File: src/rtl/l1_pmem_arbiter_if.sv
// Line-granular physical memory port: one requester (master) and one memory
// side (slave). The L1s and the shared memory port all use this bundle.
interface l1_pmem_arbiter_if #(
    parameter int ADDR_WIDTH = 16,
    parameter int DATA_WIDTH = 128
);
    logic                  read;
    logic                  write;
    logic [ADDR_WIDTH-1:0] address;
    logic [DATA_WIDTH-1:0] wdata;
    logic                  resp;
    logic [DATA_WIDTH-1:0] rdata;

    modport master (output read, write, address, wdata, input resp, rdata);
    modport slave  (input read, write, address, wdata, output resp, rdata);
endinterface

File: src/rtl/l1_pmem_arbiter.sv
// Serialises I-cache and D-cache line fills/write-backs onto one memory port.
// Define L1_ARB_ROUND_ROBIN_EN for alternating grants on contention (default: D wins).
//
// state  | meaning
// IDLE   | no transaction; sample both L1 requests, grant one
// BUSY_I | I-cache request latched and presented to memory, waiting mem resp
// BUSY_D | D-cache request latched and presented to memory, waiting mem resp
module l1_pmem_arbiter #(
    parameter int ADDR_WIDTH = 16,
    parameter int DATA_WIDTH = 128
) (
    input  logic                clk,
    input  logic                reset,
    l1_pmem_arbiter_if.slave    i_pmem,
    l1_pmem_arbiter_if.slave    d_pmem,
    l1_pmem_arbiter_if.master   mem
);

    typedef enum logic [1:0] {IDLE, BUSY_I, BUSY_D} state_e;

    state_e                state_q, state_d;
    logic [ADDR_WIDTH-1:0] addr_q, addr_d;
    logic [DATA_WIDTH-1:0] wdata_q, wdata_d;
    logic                  rd_q, rd_d;
    logic                  wr_q, wr_d;
    logic                  last_d_q, last_d_d;   // 1: D-cache was granted last

    logic i_act, d_act, pick_d, busy;

    assign i_act = i_pmem.read | i_pmem.write;
    assign d_act = d_pmem.read | d_pmem.write;

    always_ff @(posedge clk or posedge reset) begin
        if (reset) begin
            state_q  <= IDLE;
            addr_q   <= '0;
            wdata_q  <= '0;
            rd_q     <= 1'b0;
            wr_q     <= 1'b0;
            last_d_q <= 1'b0;
        end else begin
            state_q  <= state_d;
            addr_q   <= addr_d;
            wdata_q  <= wdata_d;
            rd_q     <= rd_d;
            wr_q     <= wr_d;
            last_d_q <= last_d_d;
        end
    end

    always_comb begin
        state_d  = state_q;
        addr_d   = addr_q;
        wdata_d  = wdata_q;
        rd_d     = rd_q;
        wr_d     = wr_q;
        last_d_d = last_d_q;
        pick_d   = d_act;
        if (i_act && d_act) begin
`ifdef L1_ARB_ROUND_ROBIN_EN
            pick_d = ~last_d_q;
`else
            pick_d = 1'b1;
`endif
        end
        case (state_q)
            IDLE: begin
                if (i_act || d_act) begin
                    last_d_d = pick_d;
                    // An illegal read+write request is latched as a write.
                    if (pick_d) begin
                        state_d = BUSY_D;
                        addr_d  = d_pmem.address;
                        wdata_d = d_pmem.wdata;
                        wr_d    = d_pmem.write;
                        rd_d    = d_pmem.read & ~d_pmem.write;
                    end else begin
                        state_d = BUSY_I;
                        addr_d  = i_pmem.address;
                        wdata_d = i_pmem.wdata;
                        wr_d    = i_pmem.write;
                        rd_d    = i_pmem.read & ~i_pmem.write;
                    end
                end
            end
            BUSY_I, BUSY_D: begin
                if (mem.resp) state_d = IDLE;
            end
            default: state_d = IDLE;
        endcase
    end

    assign busy        = (state_q == BUSY_I) || (state_q == BUSY_D);
    assign mem.read    = busy & rd_q;
    assign mem.write   = busy & wr_q;
    assign mem.address = addr_q;
    assign mem.wdata   = wdata_q;

    assign i_pmem.resp  = (state_q == BUSY_I) & mem.resp;
    assign d_pmem.resp  = (state_q == BUSY_D) & mem.resp;
    assign i_pmem.rdata = mem.rdata;
    assign d_pmem.rdata = mem.rdata;

endmodule

File: src/flat_wrapper.sv
// flat-port wrapper written by rule: the top's interface ports become plain ports
module l1_pmem_arbiter_flat 
#(
    parameter int ADDR_WIDTH = 16,
    parameter int DATA_WIDTH = 128
)
  (clk, reset, i_pmem_read, i_pmem_write, i_pmem_address, i_pmem_wdata, i_pmem_resp, i_pmem_rdata, d_pmem_read, d_pmem_write, d_pmem_address, d_pmem_wdata, d_pmem_resp, d_pmem_rdata, mem_read, mem_write, mem_address, mem_wdata, mem_resp, mem_rdata);
  l1_pmem_arbiter_if #(.ADDR_WIDTH(ADDR_WIDTH), .DATA_WIDTH(DATA_WIDTH)) i_pmem_i ();
  l1_pmem_arbiter_if #(.ADDR_WIDTH(ADDR_WIDTH), .DATA_WIDTH(DATA_WIDTH)) d_pmem_i ();
  l1_pmem_arbiter_if #(.ADDR_WIDTH(ADDR_WIDTH), .DATA_WIDTH(DATA_WIDTH)) mem_i ();
  input  logic clk;
  input  logic reset;
  input wire logic [$bits(i_pmem_i.read)-1:0] i_pmem_read;
  input wire logic [$bits(i_pmem_i.write)-1:0] i_pmem_write;
  input wire logic [$bits(i_pmem_i.address)-1:0] i_pmem_address;
  input wire logic [$bits(i_pmem_i.wdata)-1:0] i_pmem_wdata;
  output wire logic [$bits(i_pmem_i.resp)-1:0] i_pmem_resp;
  output wire logic [$bits(i_pmem_i.rdata)-1:0] i_pmem_rdata;
  input wire logic [$bits(d_pmem_i.read)-1:0] d_pmem_read;
  input wire logic [$bits(d_pmem_i.write)-1:0] d_pmem_write;
  input wire logic [$bits(d_pmem_i.address)-1:0] d_pmem_address;
  input wire logic [$bits(d_pmem_i.wdata)-1:0] d_pmem_wdata;
  output wire logic [$bits(d_pmem_i.resp)-1:0] d_pmem_resp;
  output wire logic [$bits(d_pmem_i.rdata)-1:0] d_pmem_rdata;
  output wire logic [$bits(mem_i.read)-1:0] mem_read;
  output wire logic [$bits(mem_i.write)-1:0] mem_write;
  output wire logic [$bits(mem_i.address)-1:0] mem_address;
  output wire logic [$bits(mem_i.wdata)-1:0] mem_wdata;
  input wire logic [$bits(mem_i.resp)-1:0] mem_resp;
  input wire logic [$bits(mem_i.rdata)-1:0] mem_rdata;
  assign i_pmem_i.read = i_pmem_read;
  assign i_pmem_i.write = i_pmem_write;
  assign i_pmem_i.address = i_pmem_address;
  assign i_pmem_i.wdata = i_pmem_wdata;
  assign i_pmem_resp = i_pmem_i.resp;
  assign i_pmem_rdata = i_pmem_i.rdata;
  assign d_pmem_i.read = d_pmem_read;
  assign d_pmem_i.write = d_pmem_write;
  assign d_pmem_i.address = d_pmem_address;
  assign d_pmem_i.wdata = d_pmem_wdata;
  assign d_pmem_resp = d_pmem_i.resp;
  assign d_pmem_rdata = d_pmem_i.rdata;
  assign mem_read = mem_i.read;
  assign mem_write = mem_i.write;
  assign mem_address = mem_i.address;
  assign mem_wdata = mem_i.wdata;
  assign mem_i.resp = mem_resp;
  assign mem_i.rdata = mem_rdata;
  l1_pmem_arbiter #(.ADDR_WIDTH(ADDR_WIDTH), .DATA_WIDTH(DATA_WIDTH)) u_core (.clk(clk), .reset(reset), .i_pmem(i_pmem_i), .d_pmem(d_pmem_i), .mem(mem_i));
endmodule
File: config.mk
export PLATFORM = sky130hd
export DESIGN_NAME = l1_pmem_arbiter_flat
export DESIGN_NICKNAME = d
export VERILOG_FILES = /design/src/rtl/l1_pmem_arbiter_if.sv /design/src/rtl/l1_pmem_arbiter.sv /design/src/flat_wrapper.sv
export SDC_FILE = /design/constraint.sdc
export NUM_CORES = 1
export LEC_CHECK = 0
export CORE_AREA = 5 5 319 321
export CTS_CLUSTER_SIZE = 28
export DETAILED_ROUTE_END_ITERATION = 8
export DIE_AREA = 0 0 324 326
export PLACE_DENSITY = 0.31
export SLEW_MARGIN = 25
export SYNTH_ARGS = -nofsm -noshare
export SYNTH_HDL_FRONTEND = slang
export SYNTH_SLANG_ARGS = --single-unit
File: constraint.sdc
create_clock -name clk -period 12.95 [get_ports clk]
set_input_delay 2.59 -clock clk [delete_from_list [all_inputs] [get_ports clk]]
set_output_delay 2.59 -clock clk [all_outputs]
set_load 0.005 [all_outputs]
======== Word-level counts from Yosys, hierarchy flattened ========
Cells that the tools add are included.
word-level totals
  flip-flop bits (word level) ............. 148
  input port bits ......................... 423
  logic and storage cells ................. 35
cells by class
  reductions and logical operators ........ 7
  muxes and demuxes ....................... 9
  bitwise gates (word level) .............. 10
  equality and inequality tests ........... 4
operators by type and width
  operator              number
  $mux W128             1
  $mux W16              1
  $and A1 B1 Y1         6
  $mux W2               3
  $pmux W2 S2           1
  $reduce_and A2 Y1     2
  $mux W1               3
  $eq A2 B1 Y1 const B  1
  $eq A2 B2 Y1 const B  1
  $logic_not A2 Y1      1
  $logic_or A1 B1 Y1    2
  $ne A2 B1 Y1 const B  1
  $ne A2 B2 Y1 const B  1
  $not A1 Y1            2
  $or A1 B1 Y1          2
  $reduce_or A2 Y1      1
  $logic_and A1 B1 Y1   1

======== Logic depth before layout (Yosys ltp) ========
Gate-level depths: netlist of run 1.
  word-level depth ........................ 6
  gate-level depth with buffers ........... 8
  mapped depth without buffers ............ 5

======== Worst setup path before layout of run 1 ========
No wires, ideal clock.
  path kind ............................... input port to output port
  from .................................... input mem_resp
  to ...................................... output d_pmem_resp
  slack ................................... 7.627 ns
  required time ........................... 10.360 ns
  arrival ................................. 2.733 ns
  cell stages on the path ................. 1
  path through ............................ and2_1
on the way
  cells in the longest elaborated chain, start to end .. 1
RTL lines
  element          RTL line                text
  start, declared  flat_wrapper.sv:29      input wire logic [$bits(mem_i.resp)-1:0] mem_resp;
  $and A1 B1 Y1    l1_pmem_arbiter.sv:100  assign d_pmem.resp = (state_q == BUSY_D) & mem.resp;
  end, declared    flat_wrapper.sv:23      output wire logic [$bits(d_pmem_i.resp)-1:0] d_pmem_resp;
Every way passes these cells.

======== Worst setup path after layout of run 1 ========
Ends and elaborated chain as after synthesis.

==> impl_metrics.yaml, run 1 <==
outcome:
  status: "completed"
pwr:
  seqPwrFrac_pct: 33.7
  clock_power_share_pct: 22.3
  p_leak_nw: 4.95
  swShare_pct: 33.8
  p_comb_share_pct: 44.0
  ir_drop_uv: 90.1
  powerDensity_nw_per_um2: 181
  power.switching_uw: 814
  p_int_mw: 1.59
critical_path:
  worstSetupPathType: "input port to primary output"
  end_kind: "primary output"
  start_kind: "input port"
  arrival_ns: 3.82
  crit_fanout: 3
  reg2reg_depth: 7
  worstPathRequired_ns: 10.36
clocking:
  ctsResizeCount: 0
  cts_hold_buf: 0
  clk_latency_ns: 0.48
  cts_tree: "built"
  cts_buffers: 17
  clock-root-buffer: "clkbuf_16"
  cts_setup_buffers: 0
  clk_pin_slew_worst_paths_ns: 0.07
  cts.sinks: 148
  clockBufferDepth: 2
  htree_levels: 4
route:
  viasPerCell: 2.67
  drt_first_iter_violations: 202
  ant_nets: 0
  firstDrtPassIters: 4
  wl_per_cell_um: 14.0
  wl_mm: 33.4
  drc: 0
  num_vias: 6366
logic_synthesis:
  synth_flop_cell: "dfrtp_1"
  synth_seq_area_share_pct: 42.3
  synth_edf_count: 0
  syn_nets: 1334
  synthArstFlopShare_pct: 100
  yosysTopAreaCellShare_pct: 42.3
  syn_area_sq_um: 8760
  avgSynthCellArea_sq_um: 9.65
  yosysMostFrequentCell: "buf_4"
  synth_cells: 908
  synth_top_area_cell: "dfrtp_1"
  yosys_register_bits: 148
  ys_top_cells_by_count: "265 x buf_4, 148 x dfrtp_1, 145 x o21ai_0, 144 x mux2i_1, 144 x nand2_1"
  synthDistinctLibCells: 20
  yosysWarnings: 0
  synth.area.top_cells: "dfrtp_1 42%, buf_4 23%, mux2i_1 16%"
timing:
  fin_crit_sh_pct: 49.5
  period_needed_ns: 6.41
  clock_skew_ns: 0.0104
  relSlewSlack_pct: 41.4
  setup_viol: 0
  worstMarginPinSlew_ns: 0.879
  rsz0062_at_grt: "no"
  max_freq_ghz: 0.156
  finalHoldViolCount: 0
  fin_setup_tns_ns: 0
  hold_ws_ns: 0.478
  drv_slew: 0
floorplanning:
  ioPinCount: 827
  die_h_um: 326
  core.rowCount: 116
  die_area_sq_um: 106000
  fp.coreArea_sq_um: 99000
  start_util_pct: 8.85
  die_w_um: 324
global_routing:
  grt_start_max_net_pins: 94
  grt_usage_pct: 6.25
  grt.overflow.total: 0
  antenna_found_initial: 3
  grt_pass1_wl_mm: 47.4
  first_global_vias: 7066
placed_design:
  dpl.hpwl_mm: 25.7
  io_buffers: 442
  place_congestion: 0.700
finish:
  final_net_count: 1500
  diodes: 0
  area_growth_pct: 52.0
  fill_cells: 11300
  drive_gt1_share_pct: 3.86
worst_hold_path:
  whs_path_depth: 2
  hp-class: "flop to flop"
job:
  drv_cap: 0
==> metal layers <==
metal  GRT usage (%)  share of wire (%)  up-vias
met3            3.49                 12      151
met4            4.33                6.0        0
met2            10.2                 47      358
li1                -                  -     3078
met1            5.99                 35     2779
met5               0                  0        -
==> kinds of logic (layout without fill, tap and decap cells) <==
logic type / count (synthesis) / in the layout / synth area share (%)
buf+inv: 308 / 487 / 25.1
mux: 144 / 144 / 16.5
simple gates: 154 / 154 / 6.81
compound gates: 151 / 151 / 8.87
fa+ha+maj: 3 / 3 / 0.429
flops: 148 / 148 / 42.3
==> worst paths after layout <==
path | to | slack (ns) | startpoint
worst max-delay path | d_pmem_resp | 6.54 | mem_resp
worst min-delay path | u_core.mem.wdata[104]$_DFFE_PP0P_ | 0.48 | u_core.mem.wdata[104]$_DFFE_PP0P_
worst max register to register | u_core.mem.address[3]$_DFFE_PP0P_ | 9.86 | u_core.state_q[1]$_DFFE_PP0P_
worst min register to register | u_core.mem.wdata[104]$_DFFE_PP0P_ | 0.48 | u_core.mem.wdata[104]$_DFFE_PP0P_
max in group asynchronous | u_core.mem.address[5]$_DFFE_PP0P_ | 9.21 | reset
min in group asynchronous | u_core.mem.wdata[47]$_DFFE_PP0P_ | 2.53 | reset
==> sequential cells by signal, indices dropped and copies added, names as in the netlist <==
signal and cells:
u_core.rd_q 1, u_core.mem.wdata 128, u_core.state_q 2, u_core.wr_q 1, u_core.mem.address 16
==> final cells by class <==
class / instances / area (sq um) / share of cell area (%)
tap: 1298 / 1620 / 12.2
multi-input combinational: 452 / 2870 / 21.6
clock inverter: 12 / 154 / 1.16
sequential: 148 / 3700 / 27.8
clock buffer: 20 / 447 / 3.36
inverter: 4 / 20.0 / 0.150
timing repair buffer: 451 / 4490 / 33.7
==> per-stage QoR <==
step / std cells / area, sq um / util, % / setup slack [ns] / total power, mW
2_1_floorplan: 908 / 8760 / - / 6.38 / 1.28
3_3_place_gp: 2353 / 12700 / 12.8 / 6.50 / 1.92
3_5_place_dp: 2353 / 12700 / 12.8 / 6.51 / 1.93
4_1_cts: 2385 / 13300 / 13.4 / 6.51 / 2.51
5_1_grt: 2385 / 13300 / 13.4 / 6.50 / 2.64
6_report: 2385 / 13300 / 13.4 / 6.54 / 2.41
==> placed cells by master (no fill, tap or decap) <==
| master | n |
|---|---|
| nor3_1 | 1 |
| inv_1 | 3 |
| a21oi_1 | 2 |
| ha_1 | 3 |
| a22o_1 | 1 |
| o2bb2ai_1 | 1 |
| clkbuf_1 | 2 |
| clkbuf_8 | 1 |
| o21ai_0 | 145 |
| clkinv_4 | 2 |
| nand2_1 | 144 |
| dfrtp_1 | 148 |
| a21o_1 | 1 |
| clkinv_2 | 3 |
| inv_6 | 2 |
| o41ai_4 | 1 |
| buf_4 | 9 |
| and2_1 | 4 |
| clkinvlp_4 | 3 |
| nor2b_1 | 3 |
| clkdlybuf4s50_1 | 442 |
| mux2i_1 | 144 |
| bufinv_16 | 3 |
| nor2_4 | 1 |
| clkbuf_16 | 17 |
| nor2_1 | 1 |
==> power by group through the flow <==
| stage | registers (mW) | clock network [mW] | logic [mW] |
|---|---|---|---|
| 2_1_floorplan | 0.835 | 0 | 0.446 |
| 3_3_place_gp | 0.816 | 0 | 1.11 |
| 3_5_place_dp | 0.822 | 0 | 1.11 |
| 4_1_cts | 0.819 | 0.584 | 1.11 |
| 5_1_grt | 0.846 | 0.596 | 1.19 |
| 6_report | 0.813 | 0.537 | 1.06 |
==> critical path, cell delays in order <==
cell,delay [ns]
clkdlybuf4s50_1,0.52
and2_1,0.18
clkdlybuf4s50_1,0.52
(Power assumes the default switching activity.)
==> run 2, diff against run 1 <==
clock period = 6.36 ns   (was 12.95 ns; I/O delays follow)
==> run 2 against run 1 <==
- cell count hardly changed
- via count down 1.1%
- wire length down 4.4%
- clock power rose by 99%
- sequential cell count stayed put
- critical path type unchanged
- highest routed layer unchanged
==> impl_metrics.yaml, run 2 (synthesized netlist as in run 1, its figures left out) <==
outcome:
  status: "completed"
timing:
  finalHoldViolCount: 0
  drv_slew: 0
  fin_setup_tns_ns: 0
  setup_viol: 0
  clock_skew_ns: 0.0122
  fin_crit_sh_pct: 59.4
  period_needed_ns: 3.78
  max_freq_ghz: 0.264
  relSlewSlack_pct: 39.9
  worstMarginPinSlew_ns: 0.898
  rsz0062_at_grt: "no"
route:
  wl_per_cell_um: 13.4
  wl_mm: 31.9
  ant_nets: 0
  firstDrtPassIters: 4
  num_vias: 6295
  drc: 0
  drt_first_iter_violations: 182
  viasPerCell: 2.64
pwr:
  powerDensity_nw_per_um2: 366
  ir_drop_uv: 195
  total_power_mw: 4.88
  p_leak_nw: 4.96
clocking:
  cts.sinks: 148
  clk_latency_ns: 0.48
  ctsResizeCount: 0
  clk_pin_slew_worst_paths_ns: 0.07
  htree_levels: 4
  cts_tree: "built"
  cts_setup_buffers: 0
  clockBufferDepth: 2
  cts_hold_buf: 0
  clock-root-buffer: "clkbuf_16"
  cts_buffers: 17
floorplanning:
  fp.coreArea_sq_um: 99000
  core.rowCount: 116
  die_h_um: 326
  ioPinCount: 827
  die_area_sq_um: 106000
  start_util_pct: 8.85
  die_w_um: 324
finish:
  area_growth_pct: 52.4
  multi_input_comb_area_sq_um: 2870
  final_net_count: 1498
  final_cell_mix: "442 x clkdlybuf4s50_1, 148 x dfrtp_1, 145 x o21ai_0, 144 x mux2i_1, 144 x nand2_1"
  diodes: 0
  fill_cells: 11300
  drive_gt1_share_pct: 3.69
  mostFrequentLayoutCell: "clkdlybuf4s50_1"
  largest_reg_flops: 128
  seqCellArea_sq_um: 3700
critical_path:
  reg2reg_depth: 6
  start_kind: "input port"
  timing.rr.end: "u_core.mem.wdata[106]$_DFFE_PP0P_"
  ff2ff_setup_slack_ns: 4.48
  r2r_start: "u_core.state_q[1]$_DFFE_PP0P_"
  end_kind: "primary output"
  worstPathRequired_ns: 5.09
  crit_fanout: 3
  arrival_ns: 2.51
  worstSetupPathType: "input port to primary output"
placed_design:
  place_congestion: 0.690
  dpl.hpwl_mm: 25.1
  io_buffers: 442
global_routing:
  grt_start_max_net_pins: 135
  grt.overflow.total: 0
  antenna_found_initial: 3
  grt_pass1_wl_mm: 45.2
  grt_usage_pct: 5.93
  first_global_vias: 6935
worst_hold_path:
  min_to: "u_core.mem.address[15]$_DFFE_PP0P_"
  whs_path_depth: 2
  worstHoldStart: "u_core.mem.address[15]$_DFFE_PP0P_"
  hp-class: "flop to flop"
job:
  drv_cap: 0
[run 2: changes by cell type in the layout (fill, tap and decap cells not counted)]
| cell | delta |
|---|---|
| buf_4 | -7 |
| buf_12 | +5 |
| bufinv_16 | -1 |
| clkbuf_8 | +1 |
| clkinv_2 | -1 |
| clkinv_4 | -1 |
| clkinvlp_4 | +1 |
| inv_6 | +1 |
[run 2: worst max-delay path by stage]
stage | start | end | slack, ns | cells past startpoint
6_report | mem_resp | d_pmem_resp | 2.58 | 3
3_3_place_gp | mem_resp | d_pmem_resp | 2.56 | 3
3_5_place_dp | mem_resp | d_pmem_resp | 2.54 | 3
2_1_floorplan | reset | u_core.mem.address[0]$_DFFE_PP0P_ | 1.11 | 1
4_1_cts | mem_resp | d_pmem_resp | 2.53 | 3
5_1_grt | mem_resp | d_pmem_resp | 2.53 | 3
[run 2: worst max-delay path, cell delays in order]
cell	delay (ns)
clkdlybuf4s50_1	0.52
and2_1	0.19
clkdlybuf4s50_1	0.52
[run 2: report_power, final]
part	leakage [nW]	internal, mW	switching [mW]	total [mW]
Combinational	2.88	1.22	0.936	2.16
Sequential	1.80	1.42	0.241	1.66
Clock	0.276	0.599	0.470	1.07
[run 2: cell type report]
cell class	count	area share (%)
inverter	4	0.150
clock inverter	11	0.947
multi-input combinational	452	21.5
sequential	148	27.8
tap	1298	12.2
timing repair buffer	449	34.0
clock buffer	21	3.45
[run 2: layer usage]
| metal | global-route usage [%] | wire (um) | up-vias |
|---|---|---|---|
| li1 | - | - | 3071 |
| met1 | 5.57 | 11000 | 2717 |
| met2 | 9.58 | 14800 | 355 |
| met3 | 3.35 | 4040 | 152 |
| met4 | 4.50 | 2100 | 0 |
| met5 | 0 | 0 | - |
[run 2: metrics by stage]
stage	hold slack [ns]	setup slack, ns	instance area (sq um)	util (%)	instances
after global routing	0.499	2.53	13300	13.5	2383
after CTS	0.476	2.53	13300	13.5	2383
after floorplan	0.442	1.11	8760	-	908
final	0.476	2.58	13300	13.5	2383
after global placement	0.459	2.56	12800	12.9	2351
after detailed placement	0.459	2.54	12800	12.9	2351
==> run 3, diff against run 2 <==
CORE_AREA = 5 5 317 319   (was 5 5 319 321)
DIE_AREA = 0 0 322 324   (was 0 0 324 326)
PLACE_DENSITY = 0.32   (was 0.31)
clock period = 3.08 ns   (was 6.36 ns; I/O delays follow)
==> run 3 against run 2 <==
- worst setup slack worse by 2.2 ns
- wire length is 6.8% higher
- worst hold slack worse by 0.022 ns
- critical path depth rose by 1
- combinational power grew 120%
- cell count rose by 0.46%
==> impl_metrics.yaml, run 3 (synthesized netlist as in run 1, its figures left out) <==
floorplanning:
  core.rowCount: 115
  ioPinCount: 827
  start_util_pct: 8.98
  die_w_um: 322
  die_h_um: 324
  die_area_sq_um: 104000
  fp.coreArea_sq_um: 97600
clocking:
  ctsResizeCount: 0
  clk_latency_ns: 0.48
  cts_tree: "built"
  htree_levels: 4
  cts_setup_buffers: 0
  clock-root-buffer: "clkbuf_16"
  cts_hold_buf: 0
  clk_pin_slew_worst_paths_ns: 0.06
  clockBufferDepth: 2
  cts_buffers: 17
  cts.sinks: 148
outcome:
  status: "completed"
placed_design:
  place_congestion: 0.712
  io_buffers: 442
  dpl.hpwl_mm: 28.0
critical_path:
  arrival_ns: 2.04
  reg2reg_depth: 6
  crit_fanout: 4
  cp-startpoint: "u_core.state_q[1]$_DFFE_PP0P_"
  worstSetupPathType: "flop to primary output"
  timing.rr.end: "u_core.mem.wdata[94]$_DFFE_PP0P_"
  ff2ff_setup_slack_ns: 1.39
  endpoint: "mem_write"
  r2r_start: "u_core.state_q[1]$_DFFE_PP0P_"
  start_kind: "flop"
  worstPathRequired_ns: 2.46
  end_kind: "primary output"
route:
  drt_first_iter_violations: 245
  ant_nets: 0
  num_vias: 6409
  viasPerCell: 2.68
  wl_mm: 34.1
  firstDrtPassIters: 4
  wl_per_cell_um: 14.2
  drc: 0
timing:
  max_freq_ghz: 0.376
  relSlewSlack_pct: 62.6
  period_needed_ns: 2.66
  setup_viol: 0
  clock_skew_ns: 0.0121
  rsz0062_at_grt: "no"
  drv_slew: 0
  fin_crit_sh_pct: 86.3
  fin_setup_tns_ns: 0
  finalHoldViolCount: 0
  worstMarginPinSlew_ns: 0.561
finish:
  postLayoutCoreUtil_pct: 13.9
  largest_reg_flops: 128
  diodes: 0
  drive_gt1_share_pct: 5.69
  final_net_count: 1521
  fill_cells: 11000
  mostFrequentLayoutCell: "clkdlybuf4s50_1"
  final_cell_mix: "442 x clkdlybuf4s50_1, 148 x dfrtp_1, 145 x o21ai_0, 144 x mux2i_1, 144 x nand2_1"
  area_growth_pct: 55.2
pwr:
  p_leak_nw: 5.10
  ir_drop_uv: 326
  powerDensity_nw_per_um2: 771
global_routing:
  first_global_vias: 7175
  grt_start_max_net_pins: 74
  grt.overflow.total: 0
  grt_usage_pct: 6.38
  grt_pass1_wl_mm: 48.0
  antenna_found_initial: 0
job:
  drv_cap: 0
worst_hold_path:
  hp-class: "input port to async pin"
## run 3: cell count changes in the layout (fill, tap and decap cells not counted)
cell / delta
buf_4: +18
buf_12: +5
clkinv_4: +3
inv_6: -3
bufinv_16: +2
clkbuf_8: -2
clkbuf_1: -1
clkinv_2: +1
clkinvlp_4: -1
## run 3: cell type report
cell class	count	area, sq um	area share (%)
tap	1287	1610	11.8
sequential	148	3700	27.2
clock buffer	18	429	3.16
inverter	4	18.8	0.138
multi-input combinational	452	2870	21.1
clock inverter	13	185	1.36
timing repair buffer	472	4770	35.1
## run 3: metrics by stage
stage / hold WS [ns] / setup slack, ns / instance area (sq um) / cells / total power, mW
floorplan: 0.442 / 0.603 / 8760 / 908 / 5.39
global placement: 0.457 / 0.502 / 13000 / 2363 / 8.41
detailed placement: 0.469 / 0.535 / 13000 / 2363 / 8.41
CTS: 0.386 / 0.297 / 13600 / 2394 / 10.9
global route: 0.425 / 0.270 / 13600 / 2394 / 11.4
finish: 0.454 / 0.422 / 13600 / 2394 / 10.5
## run 3: layer usage
metal / vias to the layer above / GRT usage (%) / wire length [um]
met1: 2782 / 5.98 / 11300
met5: - / 0 / 0
li1: 3125 / - / -
met2: 355 / 10.2 / 16000
met3: 147 / 3.82 / 4420
met4: 0 / 4.96 / 2350
## run 3: power breakdown
group          internal (mW)  switching [mW]
clock network           1.35           0.960
registers               2.92           0.531
logic                   2.67            2.04
total                   6.94            3.53
## run 3: worst min-delay path by stage
stage,from,to,slack [ns],cells after the start
4_1_cts,reset,u_core.mem.wdata[23]$_DFFE_PP0P_,0.39,2
3_3_place_gp,u_core.rd_q$_DFFE_PP0P_,u_core.rd_q$_DFFE_PP0P_,0.46,1
6_report,reset,u_core.mem.wdata[23]$_DFFE_PP0P_,0.45,2
5_1_grt,reset,u_core.mem.wdata[23]$_DFFE_PP0P_,0.42,2
2_1_floorplan,u_core.rd_q$_DFFE_PP0P_,u_core.rd_q$_DFFE_PP0P_,0.44,1
3_5_place_dp,u_core.mem.wdata[68]$_DFFE_PP0P_,u_core.mem.wdata[68]$_DFFE_PP0P_,0.47,2
## run 3: critical path, cell delays in order (launching register included)
cell and delay (ns):
dfrtp_1 0.40, inv_1 0.08, ha_1 0.36, and2_1 0.21, clkdlybuf4s50_1 0.53
